File: src/rtl/ram_fifo_ctrl_pkg.sv
// Shared widths for the RAM-backed stream FIFO controller.
// Latency: n/a (types and constants only).
// Backpressure: n/a.
package ram_fifo_ctrl_pkg;

  localparam int AW_DEF    = 10;  // RAM address width, depth 2^AW
  localparam int DW_DEF    = 64;  // data word width
  localparam int BUF_DEPTH = 2;   // prefetch/output buffer entries

  // Read/write pointers carry one extra wrap bit above the RAM address.
  function automatic int ptr_w(input int aw);
    return aw + 1;
  endfunction

endpackage

File: src/rtl/ram_fifo_ctrl_if.sv
// Producer and consumer valid/ready streams of the RAM FIFO controller.
// Latency: n/a (wires only).
// Backpressure: in_ready throttles the producer, out_ready throttles the FIFO.
// Ports: in_valid/in_data/in_ready (write side), out_valid/out_data/out_ready (read side).
interface ram_fifo_ctrl_if #(
  parameter int DW = ram_fifo_ctrl_pkg::DW_DEF
);

  logic          in_valid;
  logic [DW-1:0] in_data;
  logic          in_ready;
  logic          out_valid;
  logic [DW-1:0] out_data;
  logic          out_ready;

  // slave: the FIFO controller itself
  modport slave (
    input  in_valid, in_data, out_ready,
    output in_ready, out_valid, out_data
  );

  // master: the producer/consumer environment around the FIFO
  modport master (
    output in_valid, in_data, out_ready,
    input  in_ready, out_valid, out_data
  );

endinterface

File: src/rtl/fifo_skid_buf.sv
// 2-entry output buffer fed by RAM read data; head entry drives out_data directly.
// Latency: a push into an empty buffer is visible on out_valid/out_data next cycle.
// Backpressure: caller must never push when full unless popping in the same cycle.
// Ports: push/push_dat (from RAM), pop (consumer accept), buf_cnt, out_valid, out_data.
module fifo_skid_buf
  import ram_fifo_ctrl_pkg::*;
#(
  parameter int DW = DW_DEF
) (
  input  logic          clk,
  input  logic          rst,
  input  logic          push,
  input  logic [DW-1:0] push_dat,
  input  logic          pop,
  output logic [1:0]    buf_cnt,
  output logic          out_valid,
  output logic [DW-1:0] out_data
);

  localparam logic [1:0] DEPTH = 2'(BUF_DEPTH);

  logic [1:0]    cnt_q, cnt_d;
  logic [DW-1:0] head_q, head_d;
  logic [DW-1:0] tail_q, tail_d;

  always_comb begin
    cnt_d  = cnt_q + {1'b0, push} - {1'b0, pop};
    head_d = head_q;
    tail_d = tail_q;
    if (pop) begin
      if (cnt_q == DEPTH) begin
        // tail advances to head; a simultaneous push refills the tail
        head_d = tail_q;
        if (push) tail_d = push_dat;
      end else if (push) begin
        head_d = push_dat;
      end
    end else if (push) begin
      if (cnt_q == 2'd0) head_d = push_dat;
      else               tail_d = push_dat;
    end
  end

  always_ff @(posedge clk) begin
    if (!rst) begin
      cnt_q  <= '0;
      head_q <= '0;
      tail_q <= '0;
    end else begin
      cnt_q  <= cnt_d;
      head_q <= head_d;
      tail_q <= tail_d;
    end
  end

  assign buf_cnt   = cnt_q;
  assign out_valid = (cnt_q != 2'd0);
  assign out_data  = head_q;

endmodule

File: src/rtl/ram_fifo_ctrl.sv
// Valid/ready FIFO around a 2^AW x DW simple dual-port RAM with 1-cycle registered reads.
// Latency: 3 cycles from input accept to out_valid on an empty FIFO; 1 word/cycle sustained.
// Backpressure: in_ready drops only when the RAM is full; reads prefetch into a 2-entry buffer.
// Ports: clk, rst (sync, active-low), bus (streams), level, ram_raddr/ram_rd, ram_waddr/ram_wr/ram_we.
module ram_fifo_ctrl
  import ram_fifo_ctrl_pkg::*;
#(
  parameter int AW = AW_DEF,
  parameter int DW = DW_DEF
) (
  input  logic          clk,
  input  logic          rst,
  ram_fifo_ctrl_if.slave bus,
  output logic [AW:0]   level,
  output logic [AW-1:0] ram_raddr,
  input  logic [DW-1:0] ram_rd,
  output logic [AW-1:0] ram_waddr,
  output logic [DW-1:0] ram_wr,
  output logic          ram_we
);

  localparam int             PW       = ptr_w(AW);
  localparam logic [PW-1:0]  FULL_CNT = {1'b1, {AW{1'b0}}};

  logic [PW-1:0] wptr_q, wptr_d;
  logic [PW-1:0] rptr_q, rptr_d;
  logic          rd_pend_q, rd_pend_d;
  logic [AW:0]   level_q, level_d;

  logic [PW-1:0] ram_cnt;
  logic          in_rdy;
  logic          wr_xfer;
  logic          pop;
  logic          issue;
  logic [2:0]    buf_need;
  logic [1:0]    buf_cnt;
  logic          out_vld;
  logic [DW-1:0] out_dat;

  // in_ready comes only from registered pointers, never from out_ready
  assign ram_cnt = wptr_q - rptr_q;
  assign in_rdy  = rst & (ram_cnt != FULL_CNT);
  assign wr_xfer = bus.in_valid & in_rdy;
  assign pop     = out_vld & bus.out_ready;

  // Buffer slots committed after this cycle: held + in flight - leaving.
  // Issuing only below 2 guarantees the buffer never overflows.
  assign buf_need = {1'b0, buf_cnt} + {2'b0, rd_pend_q} - {2'b0, pop};
  assign issue    = (ram_cnt != '0) && (buf_need < 3'd2);

  always_comb begin
    wptr_d    = wptr_q + {{AW{1'b0}}, wr_xfer};
    rptr_d    = rptr_q + {{AW{1'b0}}, issue};
    rd_pend_d = issue;
    // Issue and push only move words between RAM, flight and buffer,
    // so the total changes only on accept and pop.
    level_d   = level_q + {{AW{1'b0}}, wr_xfer} - {{AW{1'b0}}, pop};
  end

  always_ff @(posedge clk) begin
    if (!rst) begin
      wptr_q    <= '0;
      rptr_q    <= '0;
      rd_pend_q <= 1'b0;
      level_q   <= '0;
    end else begin
      wptr_q    <= wptr_d;
      rptr_q    <= rptr_d;
      rd_pend_q <= rd_pend_d;
      level_q   <= level_d;
    end
  end

  fifo_skid_buf #(
    .DW (DW)
  ) u_skid_buf (
    .clk       (clk),
    .rst       (rst),
    .push      (rd_pend_q),
    .push_dat  (ram_rd),
    .pop       (pop),
    .buf_cnt   (buf_cnt),
    .out_valid (out_vld),
    .out_data  (out_dat)
  );

  assign bus.in_ready  = in_rdy;
  assign bus.out_valid = out_vld;
  assign bus.out_data  = out_dat;

  assign ram_we    = wr_xfer;
  assign ram_waddr = wptr_q[AW-1:0];
  assign ram_wr    = bus.in_data;
  assign ram_raddr = rptr_q[AW-1:0];
  assign level     = level_q;

endmodule

File: src/flat_wrapper.sv
// flat-port wrapper written by rule: the top's interface ports become plain ports
module ram_fifo_ctrl_flat import ram_fifo_ctrl_pkg::*;
#(
  parameter int AW = AW_DEF,
  parameter int DW = DW_DEF
)
  (clk, rst, level, ram_raddr, ram_rd, ram_waddr, ram_wr, ram_we, bus_in_valid, bus_in_data, bus_out_ready, bus_in_ready, bus_out_valid, bus_out_data);
  ram_fifo_ctrl_if #(.DW(DW)) bus_i ();
  input  logic clk;
  input  logic rst;
  output logic [AW:0] level;
  output logic [AW-1:0] ram_raddr;
  input  logic [DW-1:0] ram_rd;
  output logic [AW-1:0] ram_waddr;
  output logic [DW-1:0] ram_wr;
  output logic ram_we;
  input wire logic [$bits(bus_i.in_valid)-1:0] bus_in_valid;
  input wire logic [$bits(bus_i.in_data)-1:0] bus_in_data;
  input wire logic [$bits(bus_i.out_ready)-1:0] bus_out_ready;
  output wire logic [$bits(bus_i.in_ready)-1:0] bus_in_ready;
  output wire logic [$bits(bus_i.out_valid)-1:0] bus_out_valid;
  output wire logic [$bits(bus_i.out_data)-1:0] bus_out_data;
  assign bus_i.in_valid = bus_in_valid;
  assign bus_i.in_data = bus_in_data;
  assign bus_i.out_ready = bus_out_ready;
  assign bus_in_ready = bus_i.in_ready;
  assign bus_out_valid = bus_i.out_valid;
  assign bus_out_data = bus_i.out_data;
  ram_fifo_ctrl #(.AW(AW), .DW(DW)) u_core (.clk(clk), .rst(rst), .bus(bus_i), .level(level), .ram_raddr(ram_raddr), .ram_rd(ram_rd), .ram_waddr(ram_waddr), .ram_wr(ram_wr), .ram_we(ram_we));
endmodule
File: config.mk
export PLATFORM = sky130hd
export DESIGN_NAME = ram_fifo_ctrl_flat
export DESIGN_NICKNAME = d
export VERILOG_FILES = /design/src/rtl/ram_fifo_ctrl_pkg.sv /design/src/rtl/ram_fifo_ctrl_if.sv /design/src/rtl/fifo_skid_buf.sv /design/src/rtl/ram_fifo_ctrl.sv /design/src/flat_wrapper.sv
export SDC_FILE = /design/constraint.sdc
export NUM_CORES = 1
export LEC_CHECK = 0
export ABC_AREA = 1
export ABC_CLOCK_PERIOD_IN_PS = 3600
export BUFFER_PORTS_ARGS = -buffer_cell sky130_fd_sc_hd__buf_2
export CORE_MARGIN = 5
export CORE_UTILIZATION = 45
export DETAILED_ROUTE_END_ITERATION = 10
export GPL_TIMING_DRIVEN = 0
export PLACE_DENSITY = 0.77
export SLEW_MARGIN = 10
export SYNTH_ARGS = -nofsm -noshare
export SYNTH_HDL_FRONTEND = slang
export SYNTH_SLANG_ARGS = --single-unit
File: constraint.sdc
create_clock -name clk -period 3.6 [get_ports clk]
set_clock_uncertainty 0.05 [all_clocks]
set_input_delay 0.9 -clock clk [delete_from_list [all_inputs] [get_ports clk]]
set_output_delay 0.9 -clock clk [all_outputs]
set_load 0.005 [all_outputs]
=== Word level (Yosys, flattened, before mapping) ===
Index checks and enable logic that the tools add are counted.

* Flip-flop bits (word level): 164
* Input port bits: 132
* Output and inout bits: 162
* Word-level logic and storage cells: 42

* Add/subtract/negate cells: 9
* Magnitude comparators: 1
* Equal/unequal tests: 4
* Mux-type cells: 9
* Bitwise logic cells: 3
* Reductions and logical operators: 9

{| class="wikitable"
|+ Operators by type and width
! operator !! count
|-
| two-way mux 64 bit || 9
|-
| adder 11 x 1 -> 11 bit || 3
|-
| != test 11 bit (second input constant) || 1
|-
| nonzero test 11 bit || 1
|-
| subtractor 11 x 1 -> 11 bit || 1
|-
| subtractor 11 bit || 1
|-
| nonzero test 2 bit || 4
|-
| AND reduction 3 bit || 2
|-
| adder 2 x 1 -> 3 bit || 1
|-
| bitwise AND 1 bit || 3
|-
| less-than comparator 3 x 2 -> 1 bit (second input constant) || 1
|-
| subtractor 3 x 1 -> 3 bit || 1
|-
| adder 2 x 1 -> 2 bit || 1
|-
| equality test 2 bit (second input constant) || 1
|-
| zero test 2 bit || 1
|-
| != test 2 x 1 -> 1 bit (second input constant) || 1
|-
| != test 2 bit (second input constant) || 1
|-
| subtractor 2 x 1 -> 2 bit || 1
|-
| logical AND 1 bit || 1
|}

=== Depth between registers and ports, before layout ===
* Word-level depth: 6
* Gate-level depth with buffers: 26
* Depth with buffers taken out: 26

=== Modules after synthesis ===
Synthesis repeated with hierarchy kept, for this count alone.

* Cells, all modules: 1516
* Area total of the unflattened synthesis: 9509.1 um^2

{| class="wikitable"
|+ By module, submodules not included
! module !! instances !! cells an instance !! area an instance (um^2) !! seq. area each (um^2)
|-
| fifo_skid_buf || 1 || 1059 || 6452.4 || 2602.5
|-
| ram_fifo_ctrl || 1 || 457 || 3056.7 || 680.7
|}

=== Worst setup path after synthesis ===
OpenSTA, ideal clock, no wires.

* Path kind: input to register
* Start point: input bus_out_ready
* End point: register u_core.rptr_q[10]
* Setup time: 0.132 ns
* Arrival: 3.441 ns
* Data required time: 3.418 ns
* Slack: -0.022 ns
* Cell stages on the path: 23
* Path buffers: 0
* Path through: inv_1 a21oi_1 ha_1 inv_1 ha_1 inv_1 fa_1 xnor2_1 nand2_1 inv_1 nand2_1 inv_1 ha_1 ha_1 nand2_1 inv_1 nand2_1 nor3_1 nand2_1 nor2_1 nand2_1 nor3_1 nor3_1

* Word-level cells in the longest chain between the ends: 5

{| class="wikitable"
|+ Ends and longest elaborated chain
! item !! line !! source
|-
| from (decl) || flat_wrapper.sv:19 || <nowiki>input wire logic [$bits(bus_i.out_ready)-1:0] bus_out_ready;</nowiki>
|-
| bitwise AND 1 bit || ram_fifo_ctrl.sv:44 || <nowiki>assign pop = out_vld & bus.out_ready;</nowiki>
|-
| subtractor 3 x 1 -> 3 bit || ram_fifo_ctrl.sv:48 || <nowiki>assign buf_need = {1'b0, buf_cnt} + {2'b0, rd_pend_q} - {2'b0, pop};</nowiki>
|-
| less-than comparator 3 x 2 -> 1 bit || ram_fifo_ctrl.sv:49 || <nowiki>assign issue = (ram_cnt != '0) && (buf_need < 3'd2);</nowiki>
|-
| logical AND 1 bit || ram_fifo_ctrl.sv:49 ||
|-
| named net u_core.issue || ram_fifo_ctrl.sv:34 || <nowiki>logic issue;</nowiki>
|-
| adder 11 x 1 -> 11 bit || ram_fifo_ctrl.sv:53 || <nowiki>rptr_d = rptr_q + {{AW{1'b0}}, issue};</nowiki>
|-
| to (signal assigned) || ram_fifo_ctrl.sv:68 || <nowiki>rptr_q <= rptr_d;</nowiki>
|-
| to (decl) || ram_fifo_ctrl.sv:26 || <nowiki>logic [PW-1:0] rptr_q, rptr_d;</nowiki>
|}

The timed path passes the listed nets, and every way through them passes these cells.
A chain may end at the register's enable or synchronous reset.

=== Final worst setup path ===
* Start point: register u_core.rptr_q[1]
* End point: output ram_we

* Word-level cells in the longest chain between the ends: 4

{| class="wikitable"
|+ Ends and longest elaborated chain
! item !! line !! source
|-
| subtractor 11 bit || ram_fifo_ctrl.sv:41 || <nowiki>assign ram_cnt = wptr_q - rptr_q;</nowiki>
|-
| != test 11 bit || ram_fifo_ctrl.sv:42 || <nowiki>assign in_rdy = rst & (ram_cnt != FULL_CNT);</nowiki>
|-
| bitwise AND 1 bit || ram_fifo_ctrl.sv:42 ||
|-
| bitwise AND 1 bit || ram_fifo_ctrl.sv:43 || <nowiki>assign wr_xfer = bus.in_valid & in_rdy;</nowiki>
|-
| to (decl) || flat_wrapper.sv:16 || <nowiki>output logic ram_we;</nowiki>
|}

No other way between the ends.

==> summary.md <==
| Metric | Value |
|---|---|
| Cells along the critical path | `inv_1 > ha_1 > nand2_1 > nand2_1 > nand2_1 > nand3_1 > nand2_1 > nand2_1 > nand2_1 > nand2_1 > nand3_1 > nand2_1 > nor2_4 > buf_2` |
| Peak VDD IR | `0.000401 V` |
| Max-slew violation count | `0` |
| Starting Density | `between 40% and 50%` |
| Worst-Skew Late Latency | `between 0.4 and 0.5 ns` |
| Top sig layer | `met5` |
| Status | `completed` |
| Hold path endpoint | `u_core.u_skid_buf.out_data[24]` |
| Critical Path AT | `2.44 ns` |
| Setup ws final | `0.208 ns` |
| Sink Count | `164` |
| Area grow syn2layout | `25.4%` |
| Post-DP HPWL | `16,400 um` |
| Fraction of layout cells with a size suffix above 1 | `29.4%` |
| First-pass GRT wire length | `approximately 34,000 um` |
| Initial DRC count | `383` |
| Wire length on met3 | `a little over 2000 um` |
| IO buf count | `228` |
| Worst r2r path cells | `21` |
| Max Cap Viol | `0` |
| Post-Syn Nets | `1,277` |
| Crit path time final | `around 3.4 ns` |
| Final nets | `1,525` |
| WL final | `22,300 um` |
| Core Footprint | `17,800 um^2` |
| Max incr delay on CP | `0.40 ns` |
| Final hold slack | `~0.42 ns` |
| CTS buffer count | `17` |
| Pre-CTS setup slack | `-0.653 ns` |
| Vias in the first global route | `roughly 7,300` |
| Synthesized flop and latch total | `164` |
| Final period util | `94.2%` |
| Die area | `20,700 um^2` |
| Crit. End Element | `primary output` |
| Most used cell, CP | `nand2_1` |
| Fin. Hold Viols | `0` |
| Synth Warn # | `0` |
| CTS tree | `yes` |
| Hold path depth | `2` |
| Die height | `144 um` |
| Cell taking the most area after synthesis | `dfxtp_1` |
| Synthesized instance count | `1,116` |
| Pwr Total | `between 7 and 8 mW` |
| R2r setup slk | `0.30 ns` |
| Antenna Violating Nets Remaining | `0` |
| Post-DP Area | `9480 um^2` |
| CTS Hold Buffers Added | `0` |
| Initial antenna violation count | `3` |
| Die X | `around 140 um` |
| Synth area leaders | `dfxtp_1 (41%), a21oi_1 (9.7%), nor2_1 (7.9%), buf_4 (7.8%), nand2_1 (7.8%)` |
| Data required, critical path | `around 2.7 ns` |
| Netlist cell types | `31` |
| Syn Area/Cell | `between 7 and 8 um^2` |
| Leakage | `4.98 nW` |
| Crit path launch type | `flip-flop` |
| Worst min path class | `flip-flop to flip-flop` |
| Met2 WL | `10,700 um` |
| Cell row count | `49` |
| FMAX | `around 0.29 GHz` |
| GRT Total Usage | `around 20%` |
| Slew @ Worst Pin | `around 0.59 ns` |
| M1 wire length | `9220 um` |
| Clock root cell | `clkbuf_16` |
| Register area share after synthesis | `40.8%` |
| I/O Pins | `around 290` |
| CTS max path bufs | `2` |
| Mapped Area | `8050 um^2` |
| Final Cell Area | `10,100 um^2` |
| Slowest-stage cell, CP | `dfxtp_1` |
| Crit path kind | `flip-flop to primary output` |
| Relative slew margins | `60.6%` |
| Hold path start | `u_core.u_skid_buf.tail_q[24]` |
| Final setup TNS | `0 ns` |
| GPL Wtd Cong | `~0.85` |
| Final setup fails | `0` |
| Vias | `8,000` |
| Remaining DRCs | `0` |
| DRT Pass-1 Iters | `5` |
| Post-synth top area share | `40.8%` |
| Pin count of the biggest net entering global routing | `17` |
| Overflow after GRT | `0` |
| Pwr dens | `between 700 and 800 nW/um^2` |
| Critical R2R Launch | `u_core.rptr_q[1]` |
| Clk pin slew, worst setup/hold paths | `about 0.06 ns` |
| CP Max Fanout | `5` |
| Via-per-instance ratio | `4.98` |
| Routed len/inst | `~14 um` |
| H-tree Lvls | `4` |
| Reg2Reg Capture Point | `u_core.level[8]` |
[cells by family (layout without fill, tap and decap cells)]
kind of cell / Yosys count / in the layout / share of synthesized area [%]
adders and majority gates: 29 / 29 / 4.70
DFF: 164 / 164 / 40.8
AOI/OAI and AO/OA: 311 / 311 / 19.7
other: 0 / 1 / 0
buffers and inverters: 227 / 486 / 15.6
xor gates and xnor gates: 5 / 5 / 0.544
and+or+nand+nor: 380 / 380 / 18.7
[registers in the layout, indices dropped and copies added (netlist names)]
signal                      count
u_core.u_skid_buf.out_data     64
u_core.level                   11
u_core.wptr_q                  11
u_core.u_skid_buf.buf_cnt       2
u_core.u_skid_buf.tail_q       64
u_core.rptr_q                  11
u_core.rd_pend_q                1
[worst max-delay path: cells and delay by family (launching register included)]
family | cells | cell delay, ns
adder cells (fa/ha/maj) | 1 | 0.33
buffers and inverters | 2 | 0.19
flip-flops | 1 | 0.40
AND/OR/NAND/NOR | 11 | 1.10
[repair_timing]
action,CTS,global route
setup endpoints to repair,2,9
pin swaps,0,6
resized for setup,2,21
buffers inserted,1,0
[report_power, final]
group          leakage [nW]  total, mW  internal, mW  switching [mW]
sequential             1.35       2.73          2.40           0.328
clock                 0.252       1.70         0.948           0.752
combinational          3.38       2.74          1.14            1.60
total                  4.98       7.17          4.49            2.68
[synth_stat cells (all sizes together)]
| library cell | count |
|---|---|
| nor2 | 172 |
| nand2 | 167 |
| dfxtp | 164 |
| a21oi | 157 |
| o21ai | 144 |
| buf | 118 |
| inv | 85 |
| ha | 27 |
| clkbuf | 24 |
| nand3 | 23 |
| nor3 | 8 |
| nand4 | 6 |
| a31oi | 3 |
| o21a | 3 |
| o21bai | 3 |
| xor2 | 3 |
| fa | 2 |
| nor3b | 2 |
| xnor2 | 2 |
| nand3b | 1 |
| o2111ai | 1 |
| or2 | 1 |
[layer usage]
layer	up-vias	track usage (%)
met1	3646	25.0
met4	6	4.91
met3	29	6.36
met2	269	34.9
met5	-	0
li1	4050	-
[cells in the final DEF (no fill, tap or decap), types with 2 or more instances in the layout]
cell,count
dfxtp_1,160
nand2_1,164
xor2_1,3
clkinv_4,2
dfxtp_2,4
clkbuf_1,26
inv_6,2
nor2_4,3
nor3_1,6
o21ai_1,66
inv_1,77
o21bai_1,3
nand4_1,6
inv_2,8
o21a_1,3
buf_2,254
nand3_1,23
o21ai_0,77
clkbuf_16,17
a21oi_1,154
clkinv_2,2
buf_4,85
ha_2,2
nand2_2,3
a21oi_2,3
nor3b_1,2
buf_6,7
clkinvlp_4,4
nor2_1,168
a31oi_1,3
xnor2_1,2
ha_1,24
[worst max path at each step]
stage / from / end / slack, ns / depth (start not counted)
6_report: u_core.rptr_q[1] / ram_we / 0.21 / 14
5_1_grt: u_core.rptr_q[2] / u_core.level[8] / -0.01 / 20
4_1_cts: u_core.rptr_q[5] / ram_we / 0.03 / 12
3_5_place_dp: bus_out_ready / u_core.rptr_q[10] / -0.65 / 24
3_3_place_gp: bus_out_ready / u_core.rptr_q[10] / -0.59 / 24
2_1_floorplan: bus_out_ready / u_core.rptr_q[10] / 0.004 / 23
[layout make-up]
cell class	instances	area [um^2]
Antenna cell	1	2.50
Buffer	142	933
Clock buffer	19	433
Clock inverter	11	105
Fill cell	1709	7680
Inverter	85	319
Multi-Input combinational cell	725	3580
Sequential cell	164	3290
Tap cell	229	287
Timing Repair Buffer	229	1150
[per-stage QoR]
stage	std cells	utilization, %
floorplan	1116	-
global placement	1573	53.3
detailed placement	1573	53.3
CTS	1604	56.4
global route	1604	56.8
finish	1605	56.8
Power figures use the tool's default switching activity.
